`src/rtl/id_ex_stage_pkg.sv`:
```
// Shared constants and FSM state type for the ID/EX pipeline register.
package id_ex_stage_pkg;

    localparam int DEF_DATA_W = 32;
    localparam int DEF_ADDR_W = 5;
    localparam int DEF_CTRL_W = 8;
    localparam int REG_ZERO   = 0;

    typedef enum logic {
        RUN    = 1'b0,
        BUBBLE = 1'b1
    } state_t;

endpackage

```
`src/rtl/id_ex_stage_hazard_unit.sv`:
```
// Combinational load-use hazard detect plus writeback bypass select for
// both the incoming ID operands and the operands held in EX during a stall.
module id_ex_hazard_unit
    import id_ex_stage_pkg::*;
#(
    parameter int DATA_W = DEF_DATA_W,
    parameter int ADDR_W = DEF_ADDR_W
) (
    input  logic              id_valid,
    input  logic [ADDR_W-1:0] id_pr1,
    input  logic [ADDR_W-1:0] id_pr2,
    input  logic [DATA_W-1:0] id_rd1,
    input  logic [DATA_W-1:0] id_rd2,
    input  logic              ex_valid,
    input  logic              ex_is_load,
    input  logic [ADDR_W-1:0] ex_dst,
    input  logic [ADDR_W-1:0] ex_pr1,
    input  logic [ADDR_W-1:0] ex_pr2,
    input  logic [DATA_W-1:0] ex_a,
    input  logic [DATA_W-1:0] ex_b,
    input  logic              wb_write,
    input  logic [ADDR_W-1:0] wb_wr,
    input  logic [DATA_W-1:0] wb_wd,
    output logic              lu_hazard,
    output logic [DATA_W-1:0] op_a,
    output logic [DATA_W-1:0] op_b,
    output logic [DATA_W-1:0] hold_a,
    output logic [DATA_W-1:0] hold_b
);

    // Register 0 reads as a constant, so a write to it must never be forwarded.
    function automatic logic [DATA_W-1:0] wb_sel(
        input logic              wr_en,
        input logic [ADDR_W-1:0] wr_idx,
        input logic [DATA_W-1:0] wr_data,
        input logic [ADDR_W-1:0] src_idx,
        input logic [DATA_W-1:0] cur
    );
        return (wr_en && (wr_idx == src_idx) && (src_idx != ADDR_W'(REG_ZERO))) ? wr_data : cur;
    endfunction

    assign lu_hazard = ex_valid && ex_is_load && (ex_dst != ADDR_W'(REG_ZERO)) && id_valid &&
                       ((id_pr1 == ex_dst) || (id_pr2 == ex_dst));

    assign op_a   = wb_sel(wb_write, wb_wr, wb_wd, id_pr1, id_rd1);
    assign op_b   = wb_sel(wb_write, wb_wr, wb_wd, id_pr2, id_rd2);
    assign hold_a = wb_sel(wb_write, wb_wr, wb_wd, ex_pr1, ex_a);
    assign hold_b = wb_sel(wb_write, wb_wr, wb_wd, ex_pr2, ex_b);

endmodule

```
`src/rtl/id_ex_stage.sv`:
```
// ID/EX pipeline register with WB bypass, load-use bubble, stall and flush.
// Define HAZARD_STATS_EN to add saturating bubble/stall counters.
module id_ex_stage
    import id_ex_stage_pkg::*;
#(
    parameter int DATA_W = DEF_DATA_W,
    parameter int ADDR_W = DEF_ADDR_W,
    parameter int CTRL_W = DEF_CTRL_W
) (
    input  logic              clk,
    input  logic              rst_n,
    input  logic              id_valid,
    input  logic [ADDR_W-1:0] id_pr1,
    input  logic [ADDR_W-1:0] id_pr2,
    input  logic [DATA_W-1:0] id_rd1,
    input  logic [DATA_W-1:0] id_rd2,
    input  logic [ADDR_W-1:0] id_dst,
    input  logic [DATA_W-1:0] id_imm,
    input  logic [CTRL_W-1:0] id_ctrl,
    input  logic              id_is_load,
    input  logic              wb_write,
    input  logic [ADDR_W-1:0] wb_wr,
    input  logic [DATA_W-1:0] wb_wd,
    input  logic              flush,
    input  logic              ex_stall,
    output logic              id_ready,
    output logic              ex_valid,
    output logic [ADDR_W-1:0] ex_pr1,
    output logic [ADDR_W-1:0] ex_pr2,
    output logic [DATA_W-1:0] ex_a,
    output logic [DATA_W-1:0] ex_b,
    output logic [ADDR_W-1:0] ex_dst,
    output logic [DATA_W-1:0] ex_imm,
    output logic [CTRL_W-1:0] ex_ctrl,
    output logic              ex_is_load
`ifdef HAZARD_STATS_EN
    ,
    output logic [31:0]       stat_bubbles,
    output logic [31:0]       stat_stalls
`endif
);

    state_t            state;
    state_t            state_nxt;
    logic              lu_hazard;
    logic [DATA_W-1:0] op_a;
    logic [DATA_W-1:0] op_b;
    logic [DATA_W-1:0] hold_a;
    logic [DATA_W-1:0] hold_b;

    id_ex_hazard_unit #(
        .DATA_W (DATA_W),
        .ADDR_W (ADDR_W)
    ) u_hazard (
        .id_valid   (id_valid),
        .id_pr1     (id_pr1),
        .id_pr2     (id_pr2),
        .id_rd1     (id_rd1),
        .id_rd2     (id_rd2),
        .ex_valid   (ex_valid),
        .ex_is_load (ex_is_load),
        .ex_dst     (ex_dst),
        .ex_pr1     (ex_pr1),
        .ex_pr2     (ex_pr2),
        .ex_a       (ex_a),
        .ex_b       (ex_b),
        .wb_write   (wb_write),
        .wb_wr      (wb_wr),
        .wb_wd      (wb_wd),
        .lu_hazard  (lu_hazard),
        .op_a       (op_a),
        .op_b       (op_b),
        .hold_a     (hold_a),
        .hold_b     (hold_b)
    );

    // Flush kills the transfer but does not stall ID, so it stays out of id_ready.
    assign id_ready = rst_n && !ex_stall && !lu_hazard;

    always_comb begin
        state_nxt = state;
        if (flush)
            state_nxt = RUN;
        else if (ex_stall)
            state_nxt = state;
        else if (lu_hazard)
            state_nxt = BUBBLE;
        else
            state_nxt = RUN;
    end

    always_ff @(posedge clk or negedge rst_n) begin
        if (!rst_n)
            state <= RUN;
        else
            state <= state_nxt;
    end

    // ID -> EX boundary
    always_ff @(posedge clk or negedge rst_n) begin
        if (!rst_n) begin
            ex_valid   <= 1'b0;
            ex_pr1     <= '0;
            ex_pr2     <= '0;
            ex_a       <= '0;
            ex_b       <= '0;
            ex_dst     <= '0;
            ex_imm     <= '0;
            ex_ctrl    <= '0;
            ex_is_load <= 1'b0;
        end else if (flush) begin
            ex_valid <= 1'b0;
        end else if (ex_stall) begin
            ex_a <= hold_a;
            ex_b <= hold_b;
        end else if (lu_hazard) begin
            ex_valid <= 1'b0;
        end else begin
            ex_valid   <= id_valid;
            ex_pr1     <= id_pr1;
            ex_pr2     <= id_pr2;
            ex_a       <= op_a;
            ex_b       <= op_b;
            ex_dst     <= id_dst;
            ex_imm     <= id_imm;
            ex_ctrl    <= id_ctrl;
            ex_is_load <= id_is_load;
        end
    end

`ifdef HAZARD_STATS_EN
    function automatic logic [31:0] sat_inc(input logic [31:0] v);
        return (&v) ? v : v + 32'd1;
    endfunction

    always_ff @(posedge clk or negedge rst_n) begin
        if (!rst_n) begin
            stat_bubbles <= '0;
            stat_stalls  <= '0;
        end else begin
            if (!flush && !ex_stall && lu_hazard)
                stat_bubbles <= sat_inc(stat_bubbles);
            if (ex_stall)
                stat_stalls <= sat_inc(stat_stalls);
        end
    end
`endif

endmodule
```
`config.mk`:
```
export PLATFORM = sky130hd
export DESIGN_NAME = id_ex_stage
export DESIGN_NICKNAME = d
export VERILOG_FILES = /design/src/rtl/id_ex_stage_pkg.sv /design/src/rtl/id_ex_stage_hazard_unit.sv /design/src/rtl/id_ex_stage.sv
export SDC_FILE = /design/constraint.sdc
export NUM_CORES = 1
export LEC_CHECK = 0
export CAP_MARGIN = 25
export CORE_MARGIN = 3
export CORE_UTILIZATION = 45
export DETAILED_ROUTE_END_ITERATION = 16
export PLACE_DENSITY_LB_ADDON = 0.05
export SLEW_MARGIN = 15
export SYNTH_ARGS = -nofsm -noshare
export SYNTH_HDL_FRONTEND = slang
export SYNTH_SLANG_ARGS = --single-unit
```
`constraint.sdc`:
```
create_clock -name clk -period 3.6 [get_ports clk]
set_clock_uncertainty 0.1 [all_clocks]
set_input_delay 0.72 -clock clk [delete_from_list [all_inputs] [get_ports clk]]
set_output_delay 0.72 -clock clk [all_outputs]
set_load 0.02 [all_outputs]
```
==> out/results.tsv, run 1 <==
stage	metric	value	unit
cells_and_area	synth-to-layout area growth	60.16	%
synthesis	Ys Warns	0	
drt	DR vias	4440	
die	IO Count	285	
clock_network	CTS tree	built	
drt	Routed Antenna Nets	0	
clock_network	count of clock tree sinks	121	
grt	total routing usage reported by global routing	24.11	%
worst_setup_path	Startpoint Class	input port	
synthesis	list of most frequent post-synthesis cells	sky130_fd_sc_hd__mux2_2, sky130_fd_sc_hd__dfrtp_1, sky130_fd_sc_hd__mux2_4	
outcome	run status	completed	
timing	Max Clock Freq	316.3	MHz
worst_setup_path	worst setup path category	input port to primary output	
pwr	Max VDD drop	0.3458	mV
placement	number of buffers added on ports	284	
synthesis	synthesized instance count	396	
synthesis	synthesized flop and latch total	121	
placement	placer congestion estimate	0.8735	
synthesis	dominant cell type by area after synthesis	sky130_fd_sc_hd__dfrtp_1	
job	maximum capacitance violations	0	
clock_network	clock transition at the register clock pins on the worst setup and hold paths after CTS	0.05	ns
grt	number of global-route vias before repair	4896	
clock_network	number of levels the H-tree was split into	4	
worst_setup_path	data arrival time of the critical path	2.34	ns
placement	DP Wirelength	13600	um
cells_and_area	Layout Cell Area excl Fill	0.009723	mm2
grt	largest net degree at the start of global routing	73	
timing	Tmin final	3.162	ns
die	Core Rows	41	
timing	worst slew pin tran	0.9435	ns
worst_hold_path	class of the worst hold path	input port to asynchronous set/reset pin	
synthesis	cell area after synthesis	0.006071	mm2
clock_network	clock latency at the later pin of the worst-skew pair	0.41	ns
synthesis	flip-flop cell with the highest count after synthesis	sky130_fd_sc_hd__dfrtp_1	
clock_network	CTS buffer count	17	
timing	unrepaired setup endpoints after global routing	no	
timing	final worst-path cycle share	87.83	%
die	horizontal die dimension	122.2	um
synthesis	fraction of registers with async set or reset after synthesis	100.0	%
worst_setup_path	Critical Path RT	2.78	ns
synthesis	count of cell types in the netlist	32	
drt	Via density	5.034	
die	core region area	0.01293	mm2
synthesis	most frequently used cell type in the post-synthesis netlist	sky130_fd_sc_hd__mux2_2	
timing	relative max-transition margin	37.10	%
drt	final wirelength	17980	um
timing	fin. max-slew vios	0	
cells_and_area	layout cell share with drive strength beyond 1	34.23	%
die	die span in y	122.2	um
clock_network	hold buffer count at CTS	0	
timing	Setup Total Neg Slack	0	ns
synthesis	sequential share of the synthesized area	49.88	%
worst_setup_path	Worst Path Max Fanout	4	
die	Initial Util	46.96	%
drt	mean routed wirelength per cell	20.38	um
die	die area	0.01492	mm2
drt	first-pass detailed-route iteration total	4	
timing	setup violators final	0	
clock_network	maximum buffer depth of the clock tree	2	
pwr	P_leak	4.066	nW
drt	residual DRC count	0	
synthesis	Synthesized Nets	559	
drt	DR iter-0 viols	164	
synthesis	cells taking the most area after synthesis	sky130_fd_sc_hd__dfrtp_1, sky130_fd_sc_hd__mux2_2, sky130_fd_sc_hd__mux2_4	
grt	antenna violations before repair	0	
placement	placed standard-cell area	0.009077	mm2
worst_setup_path	element type at the critical path end	primary output	
timing	final hold vios	0	
grt	global-route wire length before repair	27330	um
synthesis	Post-synth EDFFs	0	
grt	overflow left after global routing	0	
cells_and_area	utilization after layout	75.21	%
cells_and_area	Ant. Diodes	0	
cells_and_area	NumNets Final	860	
synthesis	Synth Area per Inst	15.33	um2
synthesis	fraction of synthesized cell area taken by the top area cell type	49.88	%
cells_and_area	number of filler cells placed in the layout	871	
pwr	power density relative to cell area	550.1	mW/mm2
clock_network	cell at the root of the clock tree	sky130_fd_sc_hd__clkbuf_16	
-- worst paths after layout --
path                            startpoint        end  slack [ns]  cells past startpoint
worst max-delay path             id_pr1[4]   id_ready        0.44                      7
worst min-delay path                 rst_n   ex_a[15]        0.37                      2
worst max register to register   ex_dst[0]  ex_imm[1]        1.03                      6
worst min register to register    ex_b[14]   ex_b[14]        0.40                      1
max in group asynchronous            rst_n   ex_b[17]        1.62                      3
min in group clk                  ex_b[14]   ex_b[14]        0.40                      1
-- layout make-up --
class | count | area, um2 | area share [%]
clock inverters | 13 | 200.2 | 2.059
clock buffers | 19 | 442.9 | 4.555
well taps | 172 | 215.2 | 2.213
repair buffers | 304 | 3030 | 31.17
flip-flops and latches | 121 | 3028 | 31.14
multi-input cells | 253 | 2806 | 28.86
-- metrics by stage --
| stage | cells | total power, mW | hold WS [ns] | worst slack [ns] |
|---|---|---|---|---|
| after CTS | 882 | 5.405 | 0.3867 | 0.05485 |
| after global placement | 850 | 3.506 | 0.3884 | 0.09960 |
| after detailed placement | 850 | 3.542 | 0.3954 | 0.07618 |
| after global routing | 882 | 5.570 | 0.4100 | 0.3185 |
| final | 882 | 5.349 | 0.3711 | 0.4381 |
| after floorplan | 396 | 2.660 | 0.3244 | 0.9012 |
-- cells in the final DEF, fill, tap and decap left out, types with 2 or more instances in the layout --
cell type	count
sky130_fd_sc_hd__clkinv_2	4
sky130_fd_sc_hd__o21ai_0	3
sky130_fd_sc_hd__xnor2_1	3
sky130_fd_sc_hd__clkbuf_16	17
sky130_fd_sc_hd__xor2_1	23
sky130_fd_sc_hd__a41oi_4	2
sky130_fd_sc_hd__buf_4	18
sky130_fd_sc_hd__clkdlybuf4s50_1	282
sky130_fd_sc_hd__clkinvlp_4	4
sky130_fd_sc_hd__bufinv_16	5
sky130_fd_sc_hd__mux2_1	2
sky130_fd_sc_hd__nand2_1	4
sky130_fd_sc_hd__nand3_2	2
sky130_fd_sc_hd__nor3_1	6
sky130_fd_sc_hd__nor2_1	4
sky130_fd_sc_hd__and2_1	2
sky130_fd_sc_hd__mux2_4	49
sky130_fd_sc_hd__mux2_2	133
sky130_fd_sc_hd__buf_12	3
sky130_fd_sc_hd__nor4_1	5
sky130_fd_sc_hd__or2_1	2
sky130_fd_sc_hd__dfrtp_1	121
-- routing by layer --
metal / up-vias / routed length (um) / GRT usage (%)
met1: 2183 / 6939 / 28.08
met3: 19 / 1660 / 8.635
li1: 2034 / - / -
met2: 204 / 9141 / 41.78
met5: - / 0 / 0
met4: 0 / 235 / 7.278
-- sequential cells by signal, indices dropped and copies added, names as in the netlist --
name,count
ex_a,32
ex_b,32
ex_ctrl,8
ex_dst,5
ex_imm,32
ex_is_load,1
ex_pr1,5
ex_pr2,5
ex_valid,1
-- where the power goes --
group | internal (mW) | switching (mW) | total [mW]
clock | 1.24 | 0.596 | 1.84
sequential | 1.62 | 0.172 | 1.79
combinational | 0.974 | 0.751 | 1.72
total | 3.83 | 1.52 | 5.35
-- logic make-up (layout without fill, tap and decap cells) --
group	Yosys count	after routing	share of synthesized area, %
flip-flops	121	121	49.88
AO/OA/AOI/OAI	11	11	1.669
AND/OR/NAND/NOR	32	32	3.277
multiplexers	184	184	37.16
buffers and inverters	22	336	4.266
XOR/XNOR	26	26	3.751
-- repair_timing --
item / CTS / global route
gates resized for setup: 0 / 1
setup buffers: 0 / 0
endpoints found under the setup margin: 0 / 1
-- worst max-delay path, cell delays in order --
cell                              delay, ns
sky130_fd_sc_hd__clkdlybuf4s50_1       0.58
sky130_fd_sc_hd__xor2_1                0.20
sky130_fd_sc_hd__nor3_1                0.09
sky130_fd_sc_hd__a22oi_1               0.24
sky130_fd_sc_hd__nor2_1                0.08
sky130_fd_sc_hd__nor3b_1               0.17
sky130_fd_sc_hd__dlymetal6s2s_1        0.27
Note: power is estimated with default switching activity, not from simulation.
==> run 2, diff against run 1 <==
--- a/config.mk
+++ b/config.mk
@@ -7,10 +7,12 @@
 export LEC_CHECK = 0
 export CAP_MARGIN = 25
 export CORE_MARGIN = 3
-export CORE_UTILIZATION = 45
+export CORE_UTILIZATION = 48
 export DETAILED_ROUTE_END_ITERATION = 16
+export GPL_TIMING_DRIVEN = 0
 export PLACE_DENSITY_LB_ADDON = 0.05
 export SLEW_MARGIN = 15
 export SYNTH_ARGS = -nofsm -noshare
 export SYNTH_HDL_FRONTEND = slang
+export SYNTH_HIERARCHICAL = 1
 export SYNTH_SLANG_ARGS = --single-unit
==> run 2 against run 1 <==
Effect of this change:
- hold slack worse by 0.28 ns
- sequential power shrank 3%
- register-to-register slack worse by 0.28 ns
- utilization down 1.0 points
- sequential cell count unchanged
- maximum frequency fell by 7.5%
- area after synthesis is 18% higher
- final cell count grew 27%
- setup slack got worse by 0.26 ns
- critical path type unchanged
==> out/results.tsv, run 2 <==
stage	metric	value	unit	change
clock_network	CTS tree	built		
synthesis	cell area after synthesis	0.007191	mm2	+18%
die	core region area	0.01459	mm2	+13%
worst_setup_path	worst setup path startpoint	id_pr2[3]		
pwr	relative contribution of the clock network to total power	34.2	%	about the same
synthesis	fraction of the mapped netlist area in adder cells	0	%	unchanged
timing	Max Clock Freq	292.5	MHz	-7.5%
synthesis	flip-flop cell with the highest count after synthesis	sky130_fd_sc_hd__dfrtp_1		
synthesis	synthesized flop and latch total	121		unchanged
worst_setup_path	worst reg2reg path depth	8		+2
clock_network	count of clock tree sinks	121		unchanged
worst_hold_path	class of the worst hold path	input port to asynchronous set/reset pin		
placement	setup slack at placement	-0.1489	ns	-0.2251 ns
die	Initial Util	49.29	%	+2.3 points
die	IO Count	285		unchanged
pwr	total power after layout	4.873	mW	-8.9%
cells_and_area	NumNets Final	1088		+27%
timing	Tmin final	3.419	ns	+0.2570 ns
drt	top layer reached by signal wires	met4		
die	die span in y	128.4	um	+5.1%
synthesis	compound-gate portion of the synthesized area	14.06	%	+12 points
drt	Routed Antenna Nets	0		unchanged
synthesis	cells taking the most area after synthesis	sky130_fd_sc_hd__dfrtp_1, sky130_fd_sc_hd__mux2_2, sky130_fd_sc_hd__mux2_1		
grt	largest net degree at the start of global routing	84		+15%
synthesis	Synthesized Nets	789		+41%
pwr	Gate power share	30.2	%	-2.0 points
synthesis	multiplexer share of the synthesized area	28.82	%	-8.3 points
cells_and_area	most used cells in the layout excluding fill and tap cells	sky130_fd_sc_hd__clkdlybuf4s50_1, sky130_fd_sc_hd__mux2_2, sky130_fd_sc_hd__dfrtp_1		
pwr	Sequential Power Share	35.6	%	+2.2 points
timing	relative max-transition margin	57.68	%	+21 points
drt	post-route met1 wirelength	9704	um	+40%
cells_and_area	synth-to-layout area growth	50.53	%	
grt	number of global-route vias before repair	6841		+40%
drt	residual DRC count	0		unchanged
worst_setup_path	worst setup path category	input port to primary output		
grt	overflow left after global routing	0		unchanged
drt	Met2 Wirelength	11550	um	+26%
die	horizontal die dimension	128.4	um	+5.1%
timing	final-layout worst hold slack	0.09550	ns	-0.2756 ns
job	maximum capacitance violations	0		unchanged
pwr	net switching power figure	1.508	mW	-0.77%
placement	DP Wirelength	17580	um	+29%
placement	number of buffers added on ports	279		-1.8%
worst_setup_path	gate family responsible for the most delay along the worst path	buffers and inverters		
synthesis	dominant cell type by area after synthesis	sky130_fd_sc_hd__dfrtp_1		
synthesis	fraction of registers with async set or reset after synthesis	100.0	%	unchanged
grt	global-route wire length before repair	37410	um	+37%
clock_network	clock latency at the later pin of the worst-skew pair	0.42	ns	about the same
pwr	Max VDD drop	0.3215	mV	-7.0%
drt	mean routed wirelength per cell	21.41	um	+5.0%
clock_network	CTS buffer count	17		unchanged
drt	detailed route wirelength on metal3	2188	um	+32%
timing	Setup Total Neg Slack	0	ns	unchanged
cells_and_area	Layout Cell Area excl Fill	0.01082	mm2	+11%
cells_and_area	most common cell after layout, fill and taps aside	sky130_fd_sc_hd__clkdlybuf4s50_1		
pwr	net switching fraction of the power	30.93	%	+2.5 points
synthesis	Post-synth EDFFs	0		unchanged
synthesis	xor and xnor area share after synthesis	3.167	%	-0.58 points
clock_network	clock transition at the register clock pins on the worst setup and hold paths after CTS	0.06	ns	about the same
worst_setup_path	Slowest Stage Delay on Critical Path	0.52	ns	-0.06 ns
synthesis	Synth Area per Inst	11.49	um2	-25%
worst_setup_path	element type at the critical path end	primary output		
timing	unrepaired setup endpoints after global routing	no		
worst_setup_path	data arrival time of the critical path	2.60	ns	+0.26 ns
placement	placer congestion estimate	0.8635		-1.1%
synthesis	synthesized instance count	626		+58%
synthesis	fraction of synthesized cell area taken by the top area cell type	42.11	%	-7.8 points
pwr	internal power	3.366	mW	-12%
clock_network	cell at the root of the clock tree	sky130_fd_sc_hd__clkbuf_16		
die	Core Rows	44		+7.3%
placement	placed standard-cell area	0.01024	mm2	+13%
timing	worst slew pin tran	0.6349	ns	-0.3086 ns
worst_setup_path	Critical Path RT	2.78	ns	about the same
clock_network	maximum buffer depth of the clock tree	2		unchanged
synthesis	combinational family with the most area after synthesis	multiplexers		
synthesis	post-synthesis share of cell area spent on and, or, nand and nor gates	6.508	%	+3.2 points
worst_setup_path	RR Startpoint	ex_dst[1]		
worst_setup_path	Reg2Reg Capture Point	ex_b[29]		
cells_and_area	layout cell share with drive strength beyond 1	22.07	%	-12 points
clock_network	hold buffer count at CTS	0		unchanged
grt	antenna violations before repair	0		unchanged
worst_setup_path	Startpoint Class	input port		
synthesis	most frequently used cell type in the post-synthesis netlist	sky130_fd_sc_hd__mux2_2		
drt	Via density	5.927		+18%
worst_setup_path	cell at the slowest stage of the critical path	sky130_fd_sc_hd__clkdlybuf4s50_1		
drt	DR iter-0 viols	333		+100%
drt	DR vias	6650		+50%
cells_and_area	registers with the most flip-flops	ex_a x32, ex_b x32, ex_imm x32		
die	die area	0.01649	mm2	+10%
timing	final setup margin	0.1811	ns	-0.2570 ns
pwr	power density relative to cell area	450.2	mW/mm2	-18%
drt	first-pass detailed-route iteration total	5		+1
grt	total routing usage reported by global routing	29.00	%	+4.9 points
clock_network	number of levels the H-tree was split into	4		unchanged
worst_setup_path	Crit path buffers/inverters	2		unchanged
timing	final hold vios	0		unchanged
timing	final worst-path cycle share	94.97	%	+7.1 points
pwr	P_leak	3.976	nW	-2.2%
synthesis	sequential share of the synthesized area	42.11	%	-7.8 points
timing	fin. max-slew vios	0		unchanged
synthesis	list of most frequent post-synthesis cells	sky130_fd_sc_hd__mux2_2, sky130_fd_sc_hd__dfrtp_1, sky130_fd_sc_hd__nor2_1		
outcome	run status	completed		
synthesis	Ys Warns	6		+6
cells_and_area	Ant. Diodes	0		unchanged
worst_setup_path	worst-path cell chain	clkdlybuf4s50_1 > xor2_1 > nor3_1 > nand3_1 > a21oi_2 > nor2_1 > and2_1 > dlygate4sd2_1		
synthesis	count of cell types in the netlist	33		+3.1%
timing	setup violators final	0		unchanged
worst_setup_path	Worst Path Max Fanout	4		unchanged
drt	final wirelength	24020	um	+34%
worst_setup_path	minimum setup slack among reg-to-reg paths	0.75	ns	-0.28 ns
[run 2: cell types whose count changed after synthesis, sizes merged, moves of 3 or more]
cell,before,now
o22ai,0,63
clkbuf,0,19
xor2,23,6
buf,22,38
nor2,4,69
o21ai,3,0
nand2,5,8
nor4,5,1
xnor2,3,20
nor3,7,14
nand3,2,6
a211oi,0,4
o32ai,0,58
[run 2: logic make-up (layout without fill, tap and decap cells)]
logic type | count (synthesis) | in the layout
AND/OR/NAND/NOR | 106 | 106
flip-flops | 121 | 121
AO/OA/AOI/OAI | 131 | 131
XOR/XNOR | 26 | 26
multiplexers | 184 | 184
buffers and inverters | 58 | 370
[run 2: stage by stage]
stage	cells	utilization, %
6_report	1122	74.19
5_1_grt	1122	74.19
4_1_cts	1122	74.19
3_5_place_dp	1090	70.21
3_3_place_gp	1089	70.01
2_1_floorplan	626	-
[run 2: layout make-up]
type                       instances  area, um2
multi-input combinational        447       3782
clock buffer                      17      425.4
timing repair buffer             280       2820
clock inverter                    15      153.9
tap                              184      230.2
sequential                       121       3028
inverter                           1      3.754
buffer                            57      380.4
fill                            1022       3765
[run 2: power groups by stage]
stage	clock network [mW]	logic, mW	registers, mW
after floorplan	0	0.484	1.97
after global placement	0	1.44	1.73
after detailed placement	0	1.47	1.75
after CTS	1.69	1.48	1.73
after global routing	1.75	1.57	1.76
final	1.67	1.47	1.73
[run 2: metal layers]
layer / track usage [%] / up-vias
li1: - / 3001
met1: 37.01 / 3277
met2: 47.23 / 326
met3: 8.302 / 46
met4: 10.42 / 0
met5: 0 / -
[run 2: how the worst max path moves through the flow]
stage | slack, ns | depth (start not counted) | endpoint
after floorplan | 0.96 | 8 | ex_a[24]
after global placement | -3.64 | 3 | id_ready
after detailed placement | -0.15 | 8 | id_ready
after CTS | 0.18 | 8 | id_ready
after global routing | 0.1 | 8 | id_ready
final | 0.18 | 8 | id_ready
[run 2: what timing repair did]
action	CTS	global route
setup buffers	0	0
resized for setup	2	0
setup endpoints to repair	1	0
==> run 3, diff against run 2 <==
--- a/config.mk
+++ b/config.mk
@@ -5,7 +5,7 @@
 export SDC_FILE = /design/constraint.sdc
 export NUM_CORES = 1
 export LEC_CHECK = 0
-export CAP_MARGIN = 25
+export CAP_MARGIN = 20
 export CORE_MARGIN = 3
 export CORE_UTILIZATION = 48
 export DETAILED_ROUTE_END_ITERATION = 16
==> results of run 3 <==
Same layout as run 2: the final DEF is identical, and so are final timing and power.
